<file path="src/rtl/exc_request.sv">
// exc_request: exception request controller for the pipeline's exception unit.
// Prioritises misaligned access, undefined opcode and external interrupt. It
// then holds a registered request with a stable cause code until it is
// acknowledged, and masks new requests until the handler returns.
// Ports:
//   clk, reset (async, active-low)
//   ext_irq        async interrupt level, synchronised internally
//   irq_en         interrupt enable (pending IRQ held while low)
//   invalid_op_D   undefined opcode pulse from decode
//   misalign_M     misaligned access pulse from memory stage
//   ExcAck         exception unit has taken the request
//   ERet           handler executes exception return
//   Exc            registered exception request
//   EStatus        cause code, valid while Exc=1
//   in_handler     high while the handler runs
//   irq_pending    latched, not-yet-served interrupt
//   drop_count     saturating count of dropped synchronous exceptions
module exc_request #(
  parameter int unsigned SYNC_STAGES = 2,
  parameter int unsigned CNT_W       = 8
) (
  input  logic             clk,
  input  logic             reset,
  input  logic             ext_irq,
  input  logic             irq_en,
  input  logic             invalid_op_D,
  input  logic             misalign_M,
  input  logic             ExcAck,
  input  logic             ERet,
  output logic             Exc,
  output logic [3:0]       EStatus,
  output logic             in_handler,
  output logic             irq_pending,
  output logic [CNT_W-1:0] drop_count
);

  localparam int unsigned CODE_W = 4;
  localparam logic [CODE_W-1:0] CODE_NONE     = CODE_W'(0);
  localparam logic [CODE_W-1:0] CODE_IRQ      = CODE_W'(1);
  localparam logic [CODE_W-1:0] CODE_UNDEF    = CODE_W'(2);
  localparam logic [CODE_W-1:0] CODE_MISALIGN = CODE_W'(3);
  localparam logic [CNT_W-1:0]  CNT_MAX       = '1;

  typedef enum logic [1:0] {IDLE, REQ, HANDLER} state_t;

  state_t              state, state_nx;
  logic                exc_nx;
  logic [CODE_W-1:0]   estatus_nx;
  logic                in_handler_nx;
  logic                irq_pending_nx;
  logic [CNT_W-1:0]    drop_count_nx;
  logic [SYNC_STAGES-1:0] sync_q;
  logic                irq_prev_q;
  logic                irq_rise;
  logic                sync_cause;
  logic                drop;
  logic                irq_served;

  // Synchroniser chain plus the delayed copy used for rising-edge detection
  always_ff @(posedge clk or negedge reset) begin
    if (!reset) begin
      sync_q     <= '0;
      irq_prev_q <= 1'b0;
    end else begin
      sync_q     <= {sync_q[SYNC_STAGES-2:0], ext_irq};
      irq_prev_q <= sync_q[SYNC_STAGES-1];
    end
  end

  assign irq_rise   = sync_q[SYNC_STAGES-1] & ~irq_prev_q;
  assign sync_cause = misalign_M | invalid_op_D;

  // State and registered outputs
  always_ff @(posedge clk or negedge reset) begin
    if (!reset) begin
      state       <= IDLE;
      Exc         <= 1'b0;
      EStatus     <= CODE_NONE;
      in_handler  <= 1'b0;
      irq_pending <= 1'b0;
      drop_count  <= '0;
    end else begin
      state       <= state_nx;
      Exc         <= exc_nx;
      EStatus     <= estatus_nx;
      in_handler  <= in_handler_nx;
      irq_pending <= irq_pending_nx;
      drop_count  <= drop_count_nx;
    end
  end

  // Next state, prioritised cause capture and drop detection
  always_comb begin
    state_nx      = state;
    exc_nx        = Exc;
    estatus_nx    = EStatus;
    in_handler_nx = in_handler;
    drop          = 1'b0;
    irq_served    = 1'b0;
    unique case (state)
      IDLE: begin
        exc_nx        = 1'b0;
        estatus_nx    = CODE_NONE;
        in_handler_nx = 1'b0;
        if (misalign_M) begin
          state_nx   = REQ;
          exc_nx     = 1'b1;
          estatus_nx = CODE_MISALIGN;
          drop       = invalid_op_D;  // losing synchronous cause is lost
        end else if (invalid_op_D) begin
          state_nx   = REQ;
          exc_nx     = 1'b1;
          estatus_nx = CODE_UNDEF;
        end else if (irq_pending && irq_en) begin
          state_nx   = REQ;
          exc_nx     = 1'b1;
          estatus_nx = CODE_IRQ;
          irq_served = 1'b1;
        end
      end
      REQ: begin
        drop = sync_cause;
        if (ExcAck) begin
          state_nx      = HANDLER;
          exc_nx        = 1'b0;
          estatus_nx    = CODE_NONE;
          in_handler_nx = 1'b1;
        end
      end
      HANDLER: begin
        drop = sync_cause;
        if (ERet) begin
          state_nx      = IDLE;
          in_handler_nx = 1'b0;
        end
      end
      default: begin
        state_nx      = IDLE;
        exc_nx        = 1'b0;
        estatus_nx    = CODE_NONE;
        in_handler_nx = 1'b0;
      end
    endcase

    // An edge arriving while the IRQ is being captured merges into it
    irq_pending_nx = irq_served ? 1'b0 : (irq_pending | irq_rise);
    drop_count_nx  = (drop && (drop_count != CNT_MAX)) ? drop_count + CNT_W'(1)
                                                       : drop_count;
  end

endmodule

</file>
<file path="config.mk">
export PLATFORM = sky130hd
export DESIGN_NAME = exc_request
export DESIGN_NICKNAME = d
export VERILOG_FILES = /design/src/rtl/exc_request.sv
export SDC_FILE = /design/constraint.sdc
export NUM_CORES = 1
export LEC_CHECK = 0
export ABC_AREA = 1
export CAP_MARGIN = 25
export CORE_MARGIN = 5
export CORE_UTILIZATION = 46
export CTS_BUF_LIST = sky130_fd_sc_hd__clkbuf_4
export DETAILED_ROUTE_END_ITERATION = 10
export PLACE_DENSITY = 0.88
export SETUP_SLACK_MARGIN = 0.5
export SYNTH_ARGS = -nofsm -noshare
export SYNTH_HDL_FRONTEND = slang
export SYNTH_SLANG_ARGS = --single-unit
</file>
<file path="constraint.sdc">
create_clock -name clk -period 1.3 [get_ports clk]
set_input_delay 0.26 -clock clk [delete_from_list [all_inputs] [get_ports clk]]
set_output_delay 0.26 -clock clk [all_outputs]
set_load 0.02 [all_outputs]
</file>
==> flow_summary.yaml, run 1 <==
run_status:
  status: "complete, no violations"
drt:
  drc: 0
  drt_first_pass_iters: 4
  dr_total_vias: 933
  drt_iter0_markers: 19
  drtAntennaViolNets: 0
  wire_per_inst_um: 11.66
  routed_via_density: 4.911
  wirelength_mm: 2.216
cts:
  clk_latency_ps: 290
  cts_tree: "built"
  cts_buffer_depth: 2
  h-tree-depth: 1
  cts_made_buffers: 3
  clkSlewWorstSetupHoldPaths_ps: 110
  cts-root-buf: "clkbuf_4"
  clock-sinks: 18
worst_setup_path:
  cp.required_ps: 1490
  cpMaxStageDelayCell: "dfrtp_1"
  criticalPathCategory: "reg2reg"
  cp_max_fo: 3
  startpoint_type: "flip-flop"
  slowest_delay_ps: 420
  cp_cell_sequence: "inv_2 -> ha_4 -> o21ai_2 -> nand2_2 -> buf_4 -> nand4_1 -> nand2_1"
  arrival_ps: 1470
  critPathCaptureType: "flip-flop"
power:
  ir_drop_mv: 1.568
  p_leak_uw: 0.0007572
  pwr-share-seq: 0.290
  sw_frac_of_total: 0.4253
  p_per_area_nw_per_um2: 2088
  p_sw_uw: 1309
  p_comb_frac: 0.609
  p_int_uw: 1769
  clock_power_share: 0.101
floorplanning:
  core_area_sq_um: 2002
  dieArea_sq_um: 3156
  start_util: 0.4900
  die_x_um: 56.18
  io_pins: 23
  die_h_um: 56.18
  rows: 16
sta:
  hold_violations: 0
  fin_crit_sh: 0.9836
  finClkSkew_ps: 5.267
  setup_tns_ps: 0
  setup_viol: 0
  drv_slew: 0
  fin_worst_hold_slack_ps: 288.0
  rsz0062_at_grt: "yes"
  min_period_ps: 1279
  fmax_mhz: 782.1
logic_synthesis:
  avgSynthCellArea_sq_um: 7.975
  yosysWarnings: 0
  yosys.area.top_type: "dfrtp_1"
  ys_types: 22
  synth_top_area_frac: 0.4592
  netlist_area_sq_um: 980.9
  synth_area_leaders: "dfrtp_1 46%, nand2_1 16%, ha_1 6.4%"
  yosysSeqAreaShare: 0.4592
  ys_ff_latch: 18
  syn_inst: 123
global_route:
  grt_max_degree: 19
  track_usage: 0.1395
  grt_pass1_wl_mm: 3.560
  antenna_found_initial: 0
  overflow: 0
  first_global_vias: 908
final_layout:
  drive_gt1_frac: 0.3742
  nets: 177
  n_antenna_cell: 0
  area_delta_synth_final_pct: 50.25
  finish.utilization: 0.7363
placement:
  hpwl_mm: 1.633
  place_congestion: 0.7890
  portBuffers: 20
job:
  cap_violations: 0
worst_hold_path:
  hold_path.class: "in2async"
cell usage in the layout, fill, tap and decap left out, types with 3 or more instances in the layout:
cell type	Yosys	routed
buf_4	2	14
buf_6	0	16
clkbuf_4	0	4
clkdlybuf4s50_1	0	7
dfrtp_1	18	16
inv_1	14	11
inv_2	3	6
nand2_1	42	39
nand2_2	3	5
nand3_1	3	3
nand4_1	4	4
nor2_1	7	7
registers in the layout, summed over array words and instances, names as in the netlist:
signal / cells
state: 2
irq_pending: 1
EStatus: 2
drop_count: 8
irq_prev_q: 1
in_handler: 1
Exc: 1
sync_q: 2
synth_stat cells (all sizes together):
library cell / number
nand2: 45
dfrtp: 18
inv: 17
nor2: 9
ha: 5
nand3: 5
nand4: 4
o21ai: 4
a21oi: 3
o22ai: 3
buf: 2
clkinv: 2
nand3b: 2
xnor2: 2
a41oi: 1
conb: 1
worst max-delay path: cells and delay by family, from the launching register on:
kind | cells | cell delay (ps)
AOI/OAI and AO/OA | 1 | 50
adders and majority gates | 1 | 200
buffers and inverters | 2 | 270
DFF | 1 | 420
and+or+nand+nor | 3 | 230
power groups by stage:
| stage | logic, uW | registers (uW) | clock network [uW] |
|---|---|---|---|
| after floorplan | 817 | 1070 | 0 |
| after global placement | 1550 | 878 | 0 |
| after detailed placement | 1610 | 892 | 0 |
| after CTS | 1740 | 890 | 318 |
| after global routing | 2060 | 911 | 333 |
| final | 1870 | 892 | 312 |
layer usage:
metal,GRT usage,share of wire
met4,0.06441,0.0086
met3,0.02784,0.052
met1,0.1447,0.42
met5,0,0
met2,0.2638,0.52
final timing paths:
path                                       from                         to  slack (ps)  cells after the start
hold reg to reg             sync_q[0]$_DFF_PN0_        sync_q[1]$_DFF_PN0_         360                      0
setup / recovery           state[0]$_DFFE_PN0P_  drop_count[0]$_DFFE_PN0P_          20                      7
hold / removal                            reset            Exc$_DFFE_PN0P_         290                      2
min in group clk            sync_q[0]$_DFF_PN0_        sync_q[1]$_DFF_PN0_         360                      0
setup reg to reg           state[0]$_DFFE_PN0P_  drop_count[0]$_DFFE_PN0P_          20                      7
max in group asynchronous                 reset  drop_count[1]$_DFFE_PN0P_         810                      2
repair_timing:
action | in CTS | in global routing
buffers inserted | 3 | 1
pin swaps | 5 | 1
resized for setup | 80 | 10
hold buffers | 0 | 0
setup endpoints to repair | 28 | 28
final cells by class:
| cell class | instances | area, sq um |
|---|---|---|
| sequential | 18 | 452.9 |
| timing repair buffer | 37 | 355.3 |
| multi-input combinational | 85 | 530.5 |
| inverter | 19 | 71.32 |
| clock buffer | 4 | 30.03 |
| tap | 27 | 33.78 |
| fill | 140 | 528.0 |
kinds of logic (layout without fill, tap and decap cells):
| kind of cell | after synthesis | count (layout) | share of synthesized area |
|---|---|---|---|
| AND/OR/NAND/NOR | 65 | 65 | 0.3036 |
| XOR/XNOR | 2 | 2 | 0.01786 |
| flip-flops | 18 | 18 | 0.4592 |
| adder cells (fa/ha/maj) | 5 | 5 | 0.06378 |
| other | 1 | 2 | 0.003823 |
| buffers and inverters | 21 | 60 | 0.08801 |
| AO/OA/AOI/OAI | 11 | 11 | 0.06378 |
through the flow:
stage | instance area (sq um) | instances | power (uW) | setup WS [ps]
detailed placement | 1354 | 182 | 2499 | -142.9
CTS | 1436 | 189 | 2950 | 12.06
global placement | 1354 | 182 | 2426 | -110.2
global route | 1474 | 190 | 3299 | -66.62
floorplan | 1037 | 124 | 1885 | 82.54
finish | 1474 | 190 | 3078 | 21.36
Power figures use the tool's default switching activity.
==> inputs of run 2 (changes only) <==
--- a/config.mk
+++ b/config.mk
@@ -6,6 +6,7 @@
 export NUM_CORES = 1
 export LEC_CHECK = 0
 export ABC_AREA = 1
+export ABC_CLOCK_PERIOD_IN_PS = 1300
 export CAP_MARGIN = 25
 export CORE_MARGIN = 5
 export CORE_UTILIZATION = 46
==> results of run 2 <==
Final layout, timing and power as in run 1 (identical DEF).
